`src/rtl/ahb_lite_master.sv`:
```
// Single-outstanding AHB-Lite initiator: valid/ready command in, one bus transfer, valid/ready response out.
// Optional build macro AHB_MST_ALIGN_CHECK_EN rejects oversized or misaligned commands without touching the bus.
module ahb_lite_master #(
    parameter logic [3:0] HPROT_VAL  = 4'b0011,
    parameter int         DATA_WIDTH = 32
) (
    input  logic                  HCLK,
    input  logic                  HRESETn,
    input  logic                  cmd_valid,
    output logic                  cmd_ready,
    input  logic                  cmd_write,
    input  logic [31:0]           cmd_addr,
    input  logic [2:0]            cmd_size,
    input  logic [DATA_WIDTH-1:0] cmd_wdata,
    output logic                  rsp_valid,
    input  logic                  rsp_ready,
    output logic [DATA_WIDTH-1:0] rsp_rdata,
    output logic                  rsp_err,
    output logic [31:0]           HADDR,
    output logic [1:0]            HTRANS,
    output logic                  HWRITE,
    output logic [2:0]            HSIZE,
    output logic [2:0]            HBURST,
    output logic [3:0]            HPROT,
    output logic [DATA_WIDTH-1:0] HWDATA,
    input  logic                  HREADY,
    input  logic                  HRESP,
    input  logic [DATA_WIDTH-1:0] HRDATA
);

    localparam logic [1:0] HTRANS_IDLE   = 2'b00;
    localparam logic [1:0] HTRANS_NONSEQ = 2'b10;

    typedef enum logic [1:0] {S_IDLE, S_ADDR, S_DATA, S_RESP} state_t;

    state_t                r_state;
    logic                  r_cmd_ready;
    logic                  r_rsp_valid;
    logic                  r_rsp_err;
    logic [DATA_WIDTH-1:0] r_rsp_rdata;
    logic [31:0]           r_haddr;
    logic [1:0]            r_htrans;
    logic                  r_hwrite;
    logic [2:0]            r_hsize;
    logic [DATA_WIDTH-1:0] r_hwdata;
    logic [DATA_WIDTH-1:0] r_wdata;
    logic                  r_err_sticky;

    logic w_cmd_hs;
    logic w_reject;
    logic w_err_now;

    // cmd_ready is only ever high in IDLE, so it alone qualifies the handshake.
    assign w_cmd_hs  = cmd_valid & r_cmd_ready;
    assign w_err_now = r_err_sticky | HRESP;

`ifdef AHB_MST_ALIGN_CHECK_EN
    logic w_misaligned;
    always_comb begin
        w_misaligned = 1'b0;
        if (cmd_size > 3'd2)
            w_misaligned = 1'b1;
        else if (cmd_size == 3'd1)
            w_misaligned = cmd_addr[0];
        else if (cmd_size == 3'd2)
            w_misaligned = (cmd_addr[1:0] != 2'b00);
    end
    assign w_reject = w_misaligned;
`else
    assign w_reject = 1'b0;
`endif

    // NOTE: every register here uses <= so all state updates see pre-edge values, and all are async reset.
    always_ff @(posedge HCLK or negedge HRESETn) begin
        if (!HRESETn) begin
            r_state      <= S_IDLE;
            r_cmd_ready  <= 1'b0;
            r_rsp_valid  <= 1'b0;
            r_rsp_err    <= 1'b0;
            r_rsp_rdata  <= '0;
            r_haddr      <= '0;
            r_htrans     <= HTRANS_IDLE;
            r_hwrite     <= 1'b0;
            r_hsize      <= '0;
            r_hwdata     <= '0;
            r_wdata      <= '0;
            r_err_sticky <= 1'b0;
        end else begin
            case (r_state)
                S_IDLE: begin
                    r_cmd_ready <= 1'b1;
                    if (w_cmd_hs) begin
                        r_cmd_ready <= 1'b0;
                        if (w_reject) begin
                            r_rsp_valid <= 1'b1;
                            r_rsp_err   <= 1'b1;
                            r_rsp_rdata <= '0;
                            r_state     <= S_RESP;
                        end else begin
                            r_haddr  <= cmd_addr;
                            r_hsize  <= cmd_size;
                            r_hwrite <= cmd_write;
                            r_wdata  <= cmd_wdata;
                            r_htrans <= HTRANS_NONSEQ;
                            r_state  <= S_ADDR;
                        end
                    end
                end
                S_ADDR: begin
                    if (HREADY) begin
                        r_htrans     <= HTRANS_IDLE;
                        r_err_sticky <= 1'b0;
                        if (r_hwrite)
                            r_hwdata <= r_wdata;
                        r_state <= S_DATA;
                    end
                end
                S_DATA: begin
                    if (HREADY) begin
                        r_rsp_valid  <= 1'b1;
                        r_rsp_err    <= w_err_now;
                        r_rsp_rdata  <= (!r_hwrite && !w_err_now) ? HRDATA : '0;
                        r_err_sticky <= 1'b0;
                        r_state      <= S_RESP;
                    end else if (HRESP) begin
                        // Remember the first half of a two-cycle ERROR response.
                        r_err_sticky <= 1'b1;
                    end
                end
                S_RESP: begin
                    if (rsp_ready) begin
                        r_rsp_valid <= 1'b0;
                        r_cmd_ready <= 1'b1;
                        r_state     <= S_IDLE;
                    end
                end
                default: r_state <= S_IDLE;
            endcase
        end
    end

    assign cmd_ready = r_cmd_ready;
    assign rsp_valid = r_rsp_valid;
    assign rsp_err   = r_rsp_err;
    assign rsp_rdata = r_rsp_rdata;
    assign HADDR     = r_haddr;
    assign HTRANS    = r_htrans;
    assign HWRITE    = r_hwrite;
    assign HSIZE     = r_hsize;
    assign HWDATA    = r_hwdata;
    assign HBURST    = 3'b000;
    assign HPROT     = HPROT_VAL;

endmodule
```
`config.mk`:
```
export PLATFORM = sky130hd
export DESIGN_NAME = ahb_lite_master
export DESIGN_NICKNAME = d
export VERILOG_FILES = /design/src/rtl/ahb_lite_master.sv
export SDC_FILE = /design/constraint.sdc
export NUM_CORES = 1
export LEC_CHECK = 0
export ABC_AREA = 1
export CAP_MARGIN = 0
export CORE_MARGIN = 2
export CORE_UTILIZATION = 44
export DETAILED_ROUTE_END_ITERATION = 8
export PLACE_DENSITY = 0.85
export SKIP_LAST_GASP = 1
export SLEW_MARGIN = 15
export SYNTH_ARGS = -nofsm -noshare
export SYNTH_HDL_FRONTEND = slang
export SYNTH_SLANG_ARGS = --single-unit
```
`constraint.sdc`:
```
create_clock -name HCLK -period 2 [get_ports HCLK]
set_clock_uncertainty 0.15 [all_clocks]
set_input_delay 0.4 -clock HCLK [delete_from_list [all_inputs] [get_ports HCLK]]
set_output_delay 0.4 -clock HCLK [all_outputs]
set_load 0.005 [all_outputs]
```
* Yosys cells after proc, flatten, opt, wreduce, memory -nomap -nowiden *
Cells that the tools add are included.

word-level totals
  bits in registers = 140
  output and inout port bits = 112
  logic and storage cells = 57

cells by class
  eq/ne operators = 8
  mux-type cells = 19
  bitwise gates (word level) = 2
  reduce and logical (&&, ||, !) cells = 16

operator list
  kind                count
  $mux 32             1
  $mux 2              6
  $reduce_and 3->1    4
  $ne 2x2->1 const B  4
  $pmux 2 s4          1
  $reduce_bool 2->1   4
  $mux 1              7
  $pmux 1 s2          3
  $reduce_and 2->1    3
  $eq 2x2->1 const B  2
  $pmux 2 s2          1
  $reduce_and 4->1    1
  $ne 3x3->1 const B  1
  $eq 2x1->1 const B  1
  $logic_not 1->1     2
  $logic_not 2->1     1
  $and 1x1->1         1
  $logic_and 1x1->1   1
  $or 1x1->1          1

* Depth between registers and ports, before layout *
Gate-level depths: netlist (run 1).

  depth after elaboration = 4
  depth in mapped cells = 8
  depth with buffers taken out = 7

* Least setup slack after synthesis (run 1) *
Ideal clock, no wire load.

  path type = flip-flop to flip-flop
  start point = register r_state[0]
  end point = register r_wdata[10]
  setup time = 126 ps
  data arrival time = 1,251 ps
  path slack = 473 ps
  cell stages (with the launch flop) = 8
  path through = dfrtp_1 > inv_1 > ha_1 > inv_1 > nor2_2 > buf_4 > buf_2 > o21ai_0

between the ends
  longest elaborated chain between the ends = 2

RTL lines
  element                     RTL line  RTL
  start, declared             36        state_t r_state;
  start signal, assigned      76        r_state <= S_IDLE;
  start signal, assigned      98        r_state <= S_RESP;
  start signal, assigned      105       r_state <= S_ADDR;
  $logic_not 2->1             89        case (r_state)
  $reduce_and 2->1 (no line)  n/a
  end signal, assigned        103       r_wdata <= cmd_wdata;
  end, declared               46        logic [DATA_WIDTH-1:0] r_wdata;

No other way between the ends.
A chain may end at the register's enable or synchronous reset.

* Final worst setup path (run 1) *
  start point = register r_cmd_ready, in the netlist cmd_ready
  end point = output cmd_ready

RTL lines
  element                 RTL line  RTL
  start, declared         37        logic r_cmd_ready;
  start signal, assigned  77        r_cmd_ready <= 1'b0;
  start signal, assigned  91        r_cmd_ready <= 1'b1;
  start signal, assigned  93        r_cmd_ready <= 1'b0;
  end, declared           10        output logic cmd_ready,

No word-level cell between the ends.

==> impl_metrics.json, run 1 <==
{
  "outcome": "completed",
  "vdd_ir_drop_max_mv": 0.925,
  "dp.final_hpwl_um": 9260,
  "drc": 0,
  "io_pins": 218,
  "die_x_um": 117,
  "rows": 41,
  "floorplan.core_area_mm2": 0.0126,
  "htree_levels": 4,
  "synthesis.area_per_instance_um2": 9.51,
  "fin_hold_ws_ns": 0.320,
  "drt_pre_antenna_iters": 6,
  "seq_area_frac_synth_pct": 61.4,
  "met1Wirelength_um": 5500,
  "slew_viol_final": 0,
  "cts_inserted_buffers": 17,
  "final_design_area_no_fill_mm2": 0.00860,
  "wire_length_of_the_first_global_routing_pass_um": 22400,
  "cts_tree": "built",
  "fmax_ghz": 0.538,
  "route.detailed.vias_per_inst": 4.60,
  "placement.io_buffers": 209,
  "worstSetupStartpointType": "flop",
  "synth_enable_flop_cells": 0,
  "worstPathRequired_ns": 1.45,
  "drv_cap": 0,
  "yosysWarningCount": 0,
  "power.total_mw": 13.1,
  "post-synth-top-count-cell": "sky130_fd_sc_hd__nand2_1",
  "area_taken_by_multi_input_logic_gates_mm2": 0.00181,
  "timing.final.setup_violations": 0,
  "chipHeight_um": 117,
  "start_util_pct": 44.9,
  "synthDominantAreaCellType": "sky130_fd_sc_hd__dfrtp_1",
  "gp_congestion": 0.803,
  "count_of_vias_placed_by_the_detailed_router": 4555,
  "synthesis.area_mm2": 0.00567,
  "yosys_register_bits": 139,
  "finalCritPeriodShare_pct": 92.9,
  "final.min_clock_period_ns": 1.86,
  "dieArea_mm2": 0.0138,
  "yosys.area.top_type_share_pct": 61.4,
  "crit_path_end_kind": "output port",
  "design.final.nets": 917,
  "worstPathCellList": "clkdlybuf4s50_1",
  "maxSlewHeadroom_pct": 62.5,
  "synthDistinctLibCells": 24,
  "clock_tree.buffer_depth": 2,
  "synth_flop_cell": "sky130_fd_sc_hd__dfrtp_1",
  "critPathSlowestCell": "sky130_fd_sc_hd__clkdlybuf4s50_1",
  "critical-path-max-stage-delay_ns": 0.53,
  "timing.hold.worst.class": "flop to flop",
  "avgRoutedWirePerCell_um": 13.5,
  "fin_setup_tns_ns": 0,
  "drive_gt1_share_pct": 10.3,
  "diodes": 0,
  "post_synth_main_area_contributors": "sky130_fd_sc_hd__dfrtp_1 (61%), sky130_fd_sc_hd__nand2_1 (17%), sky130_fd_sc_hd__o21ai_2 (4.9%)",
  "wl_met3_um": 918,
  "wl_met2_um": 6570,
  "power_density_mw_per_mm2": 1520,
  "postRouteWirelength_um": 13300,
  "grt_pass1_vias": 4542,
  "detailed_place.area_mm2": 0.00791,
  "p_r_area_growth_vs_syn_pct": 51.7,
  "drt_first_iter_violations": 245,
  "worstPathArrival_ns": 1.31,
  "worst_path_dominant_cell_family": "buffers and inverters",
  "path_clk_slew_ns": 0.06,
  "critPathKind": "flop to output port",
  "critPathBufInv": 1,
  "globalRouteTotalUtil_pct": 20.1,
  "grt-ovfl-total": 0,
  "highest_fanout_seen_on_the_critical_path": 3,
  "synthArstFlopShare_pct": 100,
  "topRoutingLayerUsed": "met4",
  "worstMarginPinSlew_ns": 0.561,
  "final_core_util_pct": 68.1,
  "area.sequential_mm2": 0.00348,
  "unrepaired_setup_endpoints_after_global_routing": "no",
  "ant_nets": 0,
  "fillerInstances": 972,
  "ys_top_cells_by_count": "sky130_fd_sc_hd__nand2_1 (254), sky130_fd_sc_hd__dfrtp_1 (139), sky130_fd_sc_hd__inv_1 (38)",
  "final-hold-violation-count": 0,
  "cts_sinks": 139,
  "worstSkewPairLatency_ns": 0.41,
  "clock_tree.root_cell": "sky130_fd_sc_hd__clkbuf_16",
  "postSynthCellCount": 596,
  "grt_start_max_net_pins": 66,
  "power.leakage_nw": 4.13,
  "number_of_antenna_violations_at_the_first_check_in_global_routing": 0
}
cell type report:
| cell class | instances | share of cell area [%] |
|---|---|---|
| Timing Repair Buffer | 221 | 26.4 |
| Tap cell | 172 | 2.50 |
| Inverter | 41 | 1.80 |
| Multi-Input combinational cell | 385 | 21.0 |
| Clock inverter | 10 | 2.15 |
| Sequential cell | 139 | 40.5 |
| Clock buffer | 22 | 5.63 |
through the flow:
step,instances,setup WS (ns)
global route,990,0.0843
floorplan,602,0.473
global placement,956,0.138
finish,990,0.142
CTS,989,0.00750
detailed placement,956,0.0978
placed cells by master (no fill, tap or decap), types with 3 or more instances in the layout:
cell type	count
sky130_fd_sc_hd__o21bai_1	3
sky130_fd_sc_hd__conb_1	8
sky130_fd_sc_hd__o21ai_2	32
sky130_fd_sc_hd__dfrtp_1	138
sky130_fd_sc_hd__ha_1	6
sky130_fd_sc_hd__clkdlybuf4s50_1	208
sky130_fd_sc_hd__nand2_1	254
sky130_fd_sc_hd__clkbuf_8	4
sky130_fd_sc_hd__buf_12	7
sky130_fd_sc_hd__inv_1	38
sky130_fd_sc_hd__clkbuf_16	17
sky130_fd_sc_hd__bufinv_16	5
sky130_fd_sc_hd__nor2_1	7
sky130_fd_sc_hd__nand3_1	32
sky130_fd_sc_hd__buf_4	4
sky130_fd_sc_hd__clkinv_2	3
sky130_fd_sc_hd__o21ai_0	34
per-layer routing:
metal  up-vias  track usage [%]
met3        25             6.40
met5         -                0
met1      2117             24.2
li1       2259                -
met2       154             33.1
met4         0             9.34
path summary, 6_finish.rpt:
kind                                  from  slack, ns          end  cells past startpoint
max in group asynchronous          HRESETn       0.73     HADDR[9]                      3
worst min register to register   HADDR[20]       0.32    HADDR[20]                      2
worst min-delay path             HADDR[20]       0.32    HADDR[20]                      2
min in group asynchronous          HRESETn       0.36   r_wdata[8]                      2
worst max-delay path             cmd_ready       0.14    cmd_ready                      1
worst max register to register  r_state[0]       0.23  r_wdata[11]                      7
cell families (layout without fill, tap and decap cells):
logic type / count (synthesis) / count (layout) / share of synthesized area, %
other: 2 / 8 / 0.133
AOI/OAI and AO/OA: 73 / 73 / 8.79
DFF: 139 / 139 / 61.4
buffers and inverters: 78 / 294 / 7.35
adders and majority gates: 6 / 6 / 1.32
and+or+nand+nor: 298 / 298 / 21.0
state kept, by name (all words and copies together) (netlist names), 2 cells and up:
signal / flops
HADDR: 32
HWDATA: 32
r_wdata: 32
rsp_rdata: 32
HSIZE: 3
r_state: 2
repair_timing:
| item | CTS | global route |
|---|---|---|
| hold endpoints to repair | 50 | 0 |
| resized for setup | 1 | 0 |
| setup endpoints to repair | 1 | 1 |
| buffers inserted | 0 | 1 |
| hold buffers | 1 | 0 |
where the power goes:
group / total, mW / switching, mW / internal [mW]
Sequential: 4.74 / 0.631 / 4.11
Combinational: 4.84 / 2.19 / 2.66
Clock: 3.48 / 1.13 / 2.35
Total: 13.1 / 3.95 / 9.11
Power figures use the tool's default switching activity.
==> inputs of run 2 (changes only) <==
--- a/config.mk
+++ b/config.mk
@@ -6,13 +6,16 @@
 export NUM_CORES = 1
 export LEC_CHECK = 0
 export ABC_AREA = 1
+export ABC_CLOCK_PERIOD_IN_PS = 2000
 export CAP_MARGIN = 0
 export CORE_MARGIN = 2
-export CORE_UTILIZATION = 44
+export CORE_UTILIZATION = 45
+export CTS_BUF_LIST = sky130_fd_sc_hd__clkbuf_8
 export DETAILED_ROUTE_END_ITERATION = 8
-export PLACE_DENSITY = 0.85
+export PLACE_DENSITY = 0.87
 export SKIP_LAST_GASP = 1
 export SLEW_MARGIN = 15
 export SYNTH_ARGS = -nofsm -noshare
 export SYNTH_HDL_FRONTEND = slang
 export SYNTH_SLANG_ARGS = --single-unit
+export TNS_END_PERCENT = 100
==> impl_metrics.json, run 2 (same netlist as run 1, synthesis figures left out) <==
{
  "start_util_pct": 46.6,
  "final-hold-violation-count": 0,
  "outcome": "completed",
  "clock_tree.buffer_depth": 2,
  "fillerInstances": 995,
  "finalCritPeriodShare_pct": 94.7,
  "critical-path-max-stage-delay_ns": 0.56,
  "clock_tree.root_cell": "sky130_fd_sc_hd__clkbuf_8",
  "dieArea_mm2": 0.0135,
  "cts_sinks": 139,
  "critPathKind": "flop to output port",
  "reg2reg_slack_ns": 0.23,
  "final.min_clock_period_ns": 1.89,
  "critPathBufInv": 1,
  "path_clk_slew_ns": 0.07,
  "final_core_util_pct": 68.4,
  "timing.hold.worst.class": "input port to async pin",
  "cts_inserted_buffers": 17,
  "power_density_mw_per_mm2": 1420,
  "worstMarginPinSlew_ns": 0.569,
  "maxSlewHeadroom_pct": 62.0,
  "diodes": 0,
  "grt_pass1_vias": 4522,
  "drc": 0,
  "chipHeight_um": 116,
  "timing.final.setup_violations": 0,
  "count_of_vias_placed_by_the_detailed_router": 4585,
  "gp_congestion": 0.768,
  "postRouteWirelength_um": 13400,
  "rows": 40,
  "power.leakage_nw": 4.00,
  "grt_start_max_net_pins": 74,
  "count_of_cell_instances_traversed_by_the_critical_path": 1,
  "unrepaired_setup_endpoints_after_global_routing": "no",
  "worstPathCellList": "clkdlybuf4s50_1",
  "die_x_um": 116,
  "design.final.nets": 916,
  "slew_viol_final": 0,
  "area.sequential_mm2": 0.00348,
  "drive_gt1_share_pct": 10.2,
  "drv_cap": 0,
  "grt-ovfl-total": 0,
  "io_pins": 218,
  "drt_first_iter_violations": 303,
  "most-common-layout-cells": "sky130_fd_sc_hd__nand2_1 (254), sky130_fd_sc_hd__clkdlybuf4s50_1 (208), sky130_fd_sc_hd__dfrtp_1 (138), sky130_fd_sc_hd__inv_1 (38), sky130_fd_sc_hd__o21ai_0 (34)",
  "avgRoutedWirePerCell_um": 13.6,
  "fmax_ghz": 0.528,
  "highest_fanout_seen_on_the_critical_path": 3,
  "dp.final_hpwl_um": 9390,
  "wire_length_of_the_first_global_routing_pass_um": 21500,
  "placement.io_buffers": 209,
  "ant_nets": 0,
  "p_r_area_growth_vs_syn_pct": 46.8,
  "power.total_mw": 11.8,
  "worst_path_dominant_cell_family": "buffers and inverters",
  "layout.cells.most_common": "sky130_fd_sc_hd__nand2_1",
  "worstSetupStartpointType": "flop",
  "crit_path_end_kind": "output port",
  "vdd_ir_drop_max_mv": 0.688,
  "number_of_antenna_violations_at_the_first_check_in_global_routing": 0,
  "cts_tree": "built",
  "area_taken_by_multi_input_logic_gates_mm2": 0.00181,
  "r2r_depth": 7,
  "globalRouteTotalUtil_pct": 20.5,
  "fin_setup_tns_ns": 0,
  "htree_levels": 4,
  "worstPathRequired_ns": 1.45,
  "worstPathArrival_ns": 1.34,
  "critPathSlowestCell": "sky130_fd_sc_hd__clkdlybuf4s50_1",
  "worstSkewPairLatency_ns": 0.42,
  "route.detailed.vias_per_inst": 4.66,
  "drt_pre_antenna_iters": 4,
  "floorplan.core_area_mm2": 0.0122
}
[run 2: final cells by class]
type                       instances  share of cell area [%]
timing repair buffer             220                    27.2
clock inverter                    10                    1.37
sequential                       139                    41.8
clock buffer                      21                    3.47
tap                              168                    2.53
multi-input combinational        385                    21.7
inverter                          41                    1.86
[run 2: report_power, final]
group / total (mW) / leakage [nW] / internal, mW / switching, mW
logic: 4.82 / 2.03 / 2.65 / 2.17
registers: 4.75 / 1.77 / 4.10 / 0.644
clock network: 2.26 / 0.208 / 1.24 / 1.03
[run 2: through the flow]
| stage | worst slack (ns) | std cells | hold slack (ns) | area (um^2) |
|---|---|---|---|---|
| floorplan | 0.473 | 602 | -0.0456 | 5690 |
| global placement | 0.0892 | 951 | 0.167 | 7900 |
| detailed placement | 0.0506 | 951 | 0.173 | 7900 |
| CTS | 0.00159 | 983 | 0.274 | 8310 |
| global route | 0.0357 | 984 | 0.283 | 8320 |
| finish | 0.106 | 984 | 0.296 | 8320 |
[run 2: layer usage]
layer	part of all wire [%]	GRT usage, %	vias to the layer above	wire, um
li1	-	-	2248	-
met1	41	26.1	2158	5520
met2	49	32.6	156	6500
met3	7.8	6.59	23	1050
met4	2.2	8.41	0	299
met5	0	0	-	0
[run 2: what timing repair did]
item	4_1_cts	5_1_grt
hold buffers	1	0
endpoints found under the setup margin	1	1
endpoints found under the hold margin	32	0
gates resized for setup	1	0
pin swaps	0	0
setup buffers	0	1
[run 2: final timing paths]
kind                             from           to
max in group asynchronous     HRESETn  r_wdata[11]
hold reg to reg              HSIZE[0]     HSIZE[0]
min in group HCLK            HSIZE[0]     HSIZE[0]
hold / removal                HRESETn   r_wdata[4]
setup reg to reg           r_state[0]  r_wdata[19]
setup / recovery            rsp_valid    rsp_valid
==> inputs of run 3 (changes only) <==
--- a/config.mk
+++ b/config.mk
@@ -9,10 +9,11 @@
 export ABC_CLOCK_PERIOD_IN_PS = 2000
 export CAP_MARGIN = 0
 export CORE_MARGIN = 2
-export CORE_UTILIZATION = 45
+export CORE_UTILIZATION = 65
 export CTS_BUF_LIST = sky130_fd_sc_hd__clkbuf_8
 export DETAILED_ROUTE_END_ITERATION = 8
-export PLACE_DENSITY = 0.87
+export DONT_BUFFER_PORTS = 1
+export PLACE_DENSITY = 0.86
 export SKIP_LAST_GASP = 1
 export SLEW_MARGIN = 15
 export SYNTH_ARGS = -nofsm -noshare
==> impl_metrics.json, run 3 (same netlist as run 1, synthesis figures left out) <==
{
  "avgRoutedWirePerCell_um": 17.4,
  "number_of_antenna_violations_at_the_first_check_in_global_routing": 0,
  "maxSlewHeadroom_pct": 63.7,
  "highest_fanout_seen_on_the_critical_path": 32,
  "clock_tree.buffer_depth": 2,
  "outcome": "finished with violations",
  "grt-ovfl-total": 0,
  "post_cts_resize_count": 0,
  "p_r_area_growth_vs_syn_pct": 24.6,
  "power.leakage_nw": 3.58,
  "drv_cap": 0,
  "placement.io_buffers": 0,
  "dieArea_mm2": 0.00948,
  "chipHeight_um": 97.4,
  "timing.critical_path.from": "r_state[0]",
  "timing.final.setup_violations": 0,
  "htree_levels": 4,
  "critPathSlowestCell": "sky130_fd_sc_hd__dfrtp_1",
  "critPathKind": "flop to flop",
  "fillerInstances": 455,
  "die_x_um": 97.4,
  "most-common-layout-cells": "sky130_fd_sc_hd__nand2_1 (254), sky130_fd_sc_hd__dfrtp_1 (139), sky130_fd_sc_hd__dlygate4sd3_1 (102), sky130_fd_sc_hd__inv_1 (39), sky130_fd_sc_hd__o21ai_0 (34)",
  "diodes": 0,
  "cts_sinks": 139,
  "clock_tree.root_cell": "sky130_fd_sc_hd__clkbuf_8",
  "cts_tree": "built",
  "io_pins": 218,
  "layout.cells.most_common": "sky130_fd_sc_hd__nand2_1",
  "worstSkewPairLatency_ns": 0.42,
  "drive_gt1_share_pct": 10.5,
  "reg2reg_slack_ns": 0.21,
  "worstPathRequired_ns": 2.14,
  "fin_setup_tns_ns": 0,
  "start_util_pct": 65.9,
  "worstPathArrival_ns": 1.93,
  "vdd_ir_drop_max_mv": 0.783,
  "postRouteWirelength_um": 14100,
  "unrepaired_setup_endpoints_after_global_routing": "no",
  "path_clk_slew_ns": 0.08,
  "dp.final_hpwl_um": 7610,
  "design.final.nets": 803,
  "ant_nets": 0,
  "timing.hold.worst.class": "input port to async pin",
  "grt_start_max_net_pins": 140,
  "drt_pre_antenna_iters": 5,
  "wire_length_of_the_first_global_routing_pass_um": 22900,
  "final-hold-violation-count": 139,
  "worstMarginPinSlew_ns": 0.544,
  "rows": 34,
  "cts_hold_buffers": 102,
  "worstPathCellList": "inv_1 -> ha_1 -> nand2_4 -> clkinv_2 -> nand3_1 -> nand2_1",
  "power_density_mw_per_mm2": 1430,
  "fmax_ghz": 0.558,
  "route.detailed.vias_per_inst": 5.45,
  "finalCritPeriodShare_pct": 89.7,
  "power.total_mw": 10.1,
  "count_of_vias_placed_by_the_detailed_router": 4413,
  "fin_hold_ws_ns": -0.484,
  "final.min_clock_period_ns": 1.79,
  "worstSetupStartpointType": "flop",
  "gp_congestion": 0.803,
  "grt_pass1_vias": 4640,
  "crit_path_end_kind": "flop",
  "failed_checks": "negative hold slack",
  "drt_first_iter_violations": 255,
  "drc": 0,
  "globalRouteTotalUtil_pct": 30.6,
  "cts_inserted_buffers": 17,
  "critical-path-max-stage-delay_ns": 0.38,
  "critical_path.reg2reg.startpoint": "r_state[0]",
  "slew_viol_final": 0,
  "floorplan.core_area_mm2": 0.00859
}
## run 3: through the flow
stage	utilization, %	instances	setup WS, ns	area, um^2	hold slack [ns]
6_report	82.1	810	0.207	7060	-0.484
4_1_cts	82.1	810	0.259	7060	-0.506
2_1_floorplan	-	602	0.473	5690	-0.0456
5_1_grt	82.1	810	0.0688	7060	-0.517
3_5_place_dp	65.5	678	0.271	5630	-0.0435
3_3_place_gp	65.5	678	0.337	5630	-0.0435
## run 3: metal layers
metal	up-vias	part of all wire, %	track usage [%]	routed length (um)
li1	2018	-	-	-
met1	2117	36	35.5	5150
met5	-	0	0	0
met4	0	3.1	14.2	444
met2	236	52	52.7	7300
met3	42	8.6	8.99	1220
## run 3: worst paths after layout
kind | to | cells past startpoint
min in group HCLK | rsp_valid | 3
worst max-delay path | rsp_rdata[28] | 6
max in group asynchronous | rsp_rdata[11] | 0
worst max register to register | rsp_rdata[28] | 6
worst min-delay path | HADDR[1] | 0
worst min register to register | HADDR[19] | 2
## run 3: cell type report
type | count | area (um^2) | share of cell area, %
Sequential cell | 139 | 3480 | 49.3
Timing Repair Buffer | 107 | 1080 | 15.3
Tap cell | 108 | 135 | 1.91
Clock inverter | 11 | 146 | 2.07
Clock buffer | 19 | 262 | 3.70
Multi-Input combinational cell | 385 | 1800 | 25.5
Inverter | 41 | 155 | 2.20
## run 3: repair_timing
item / in CTS / in global routing
endpoints found under the hold margin: 241 / 139
endpoints found under the setup margin: 0 / 0
setup buffers: 0 / 0
## run 3: where the power goes
group	internal, mW	leakage [nW]	total (mW)	switching, mW
Clock	1.29	0.197	2.32	1.04
Combinational	1.01	1.61	2.72	1.71
Sequential	4.11	1.77	5.09	0.984
## run 3: critical path, delay by kind of cell (launching register included)
kind / cells / cell delay [ns]
buffers and inverters: 2 / 0.44
AND/OR/NAND/NOR: 3 / 0.42
flip-flops: 1 / 0.38
adder cells (fa/ha/maj): 1 / 0.27
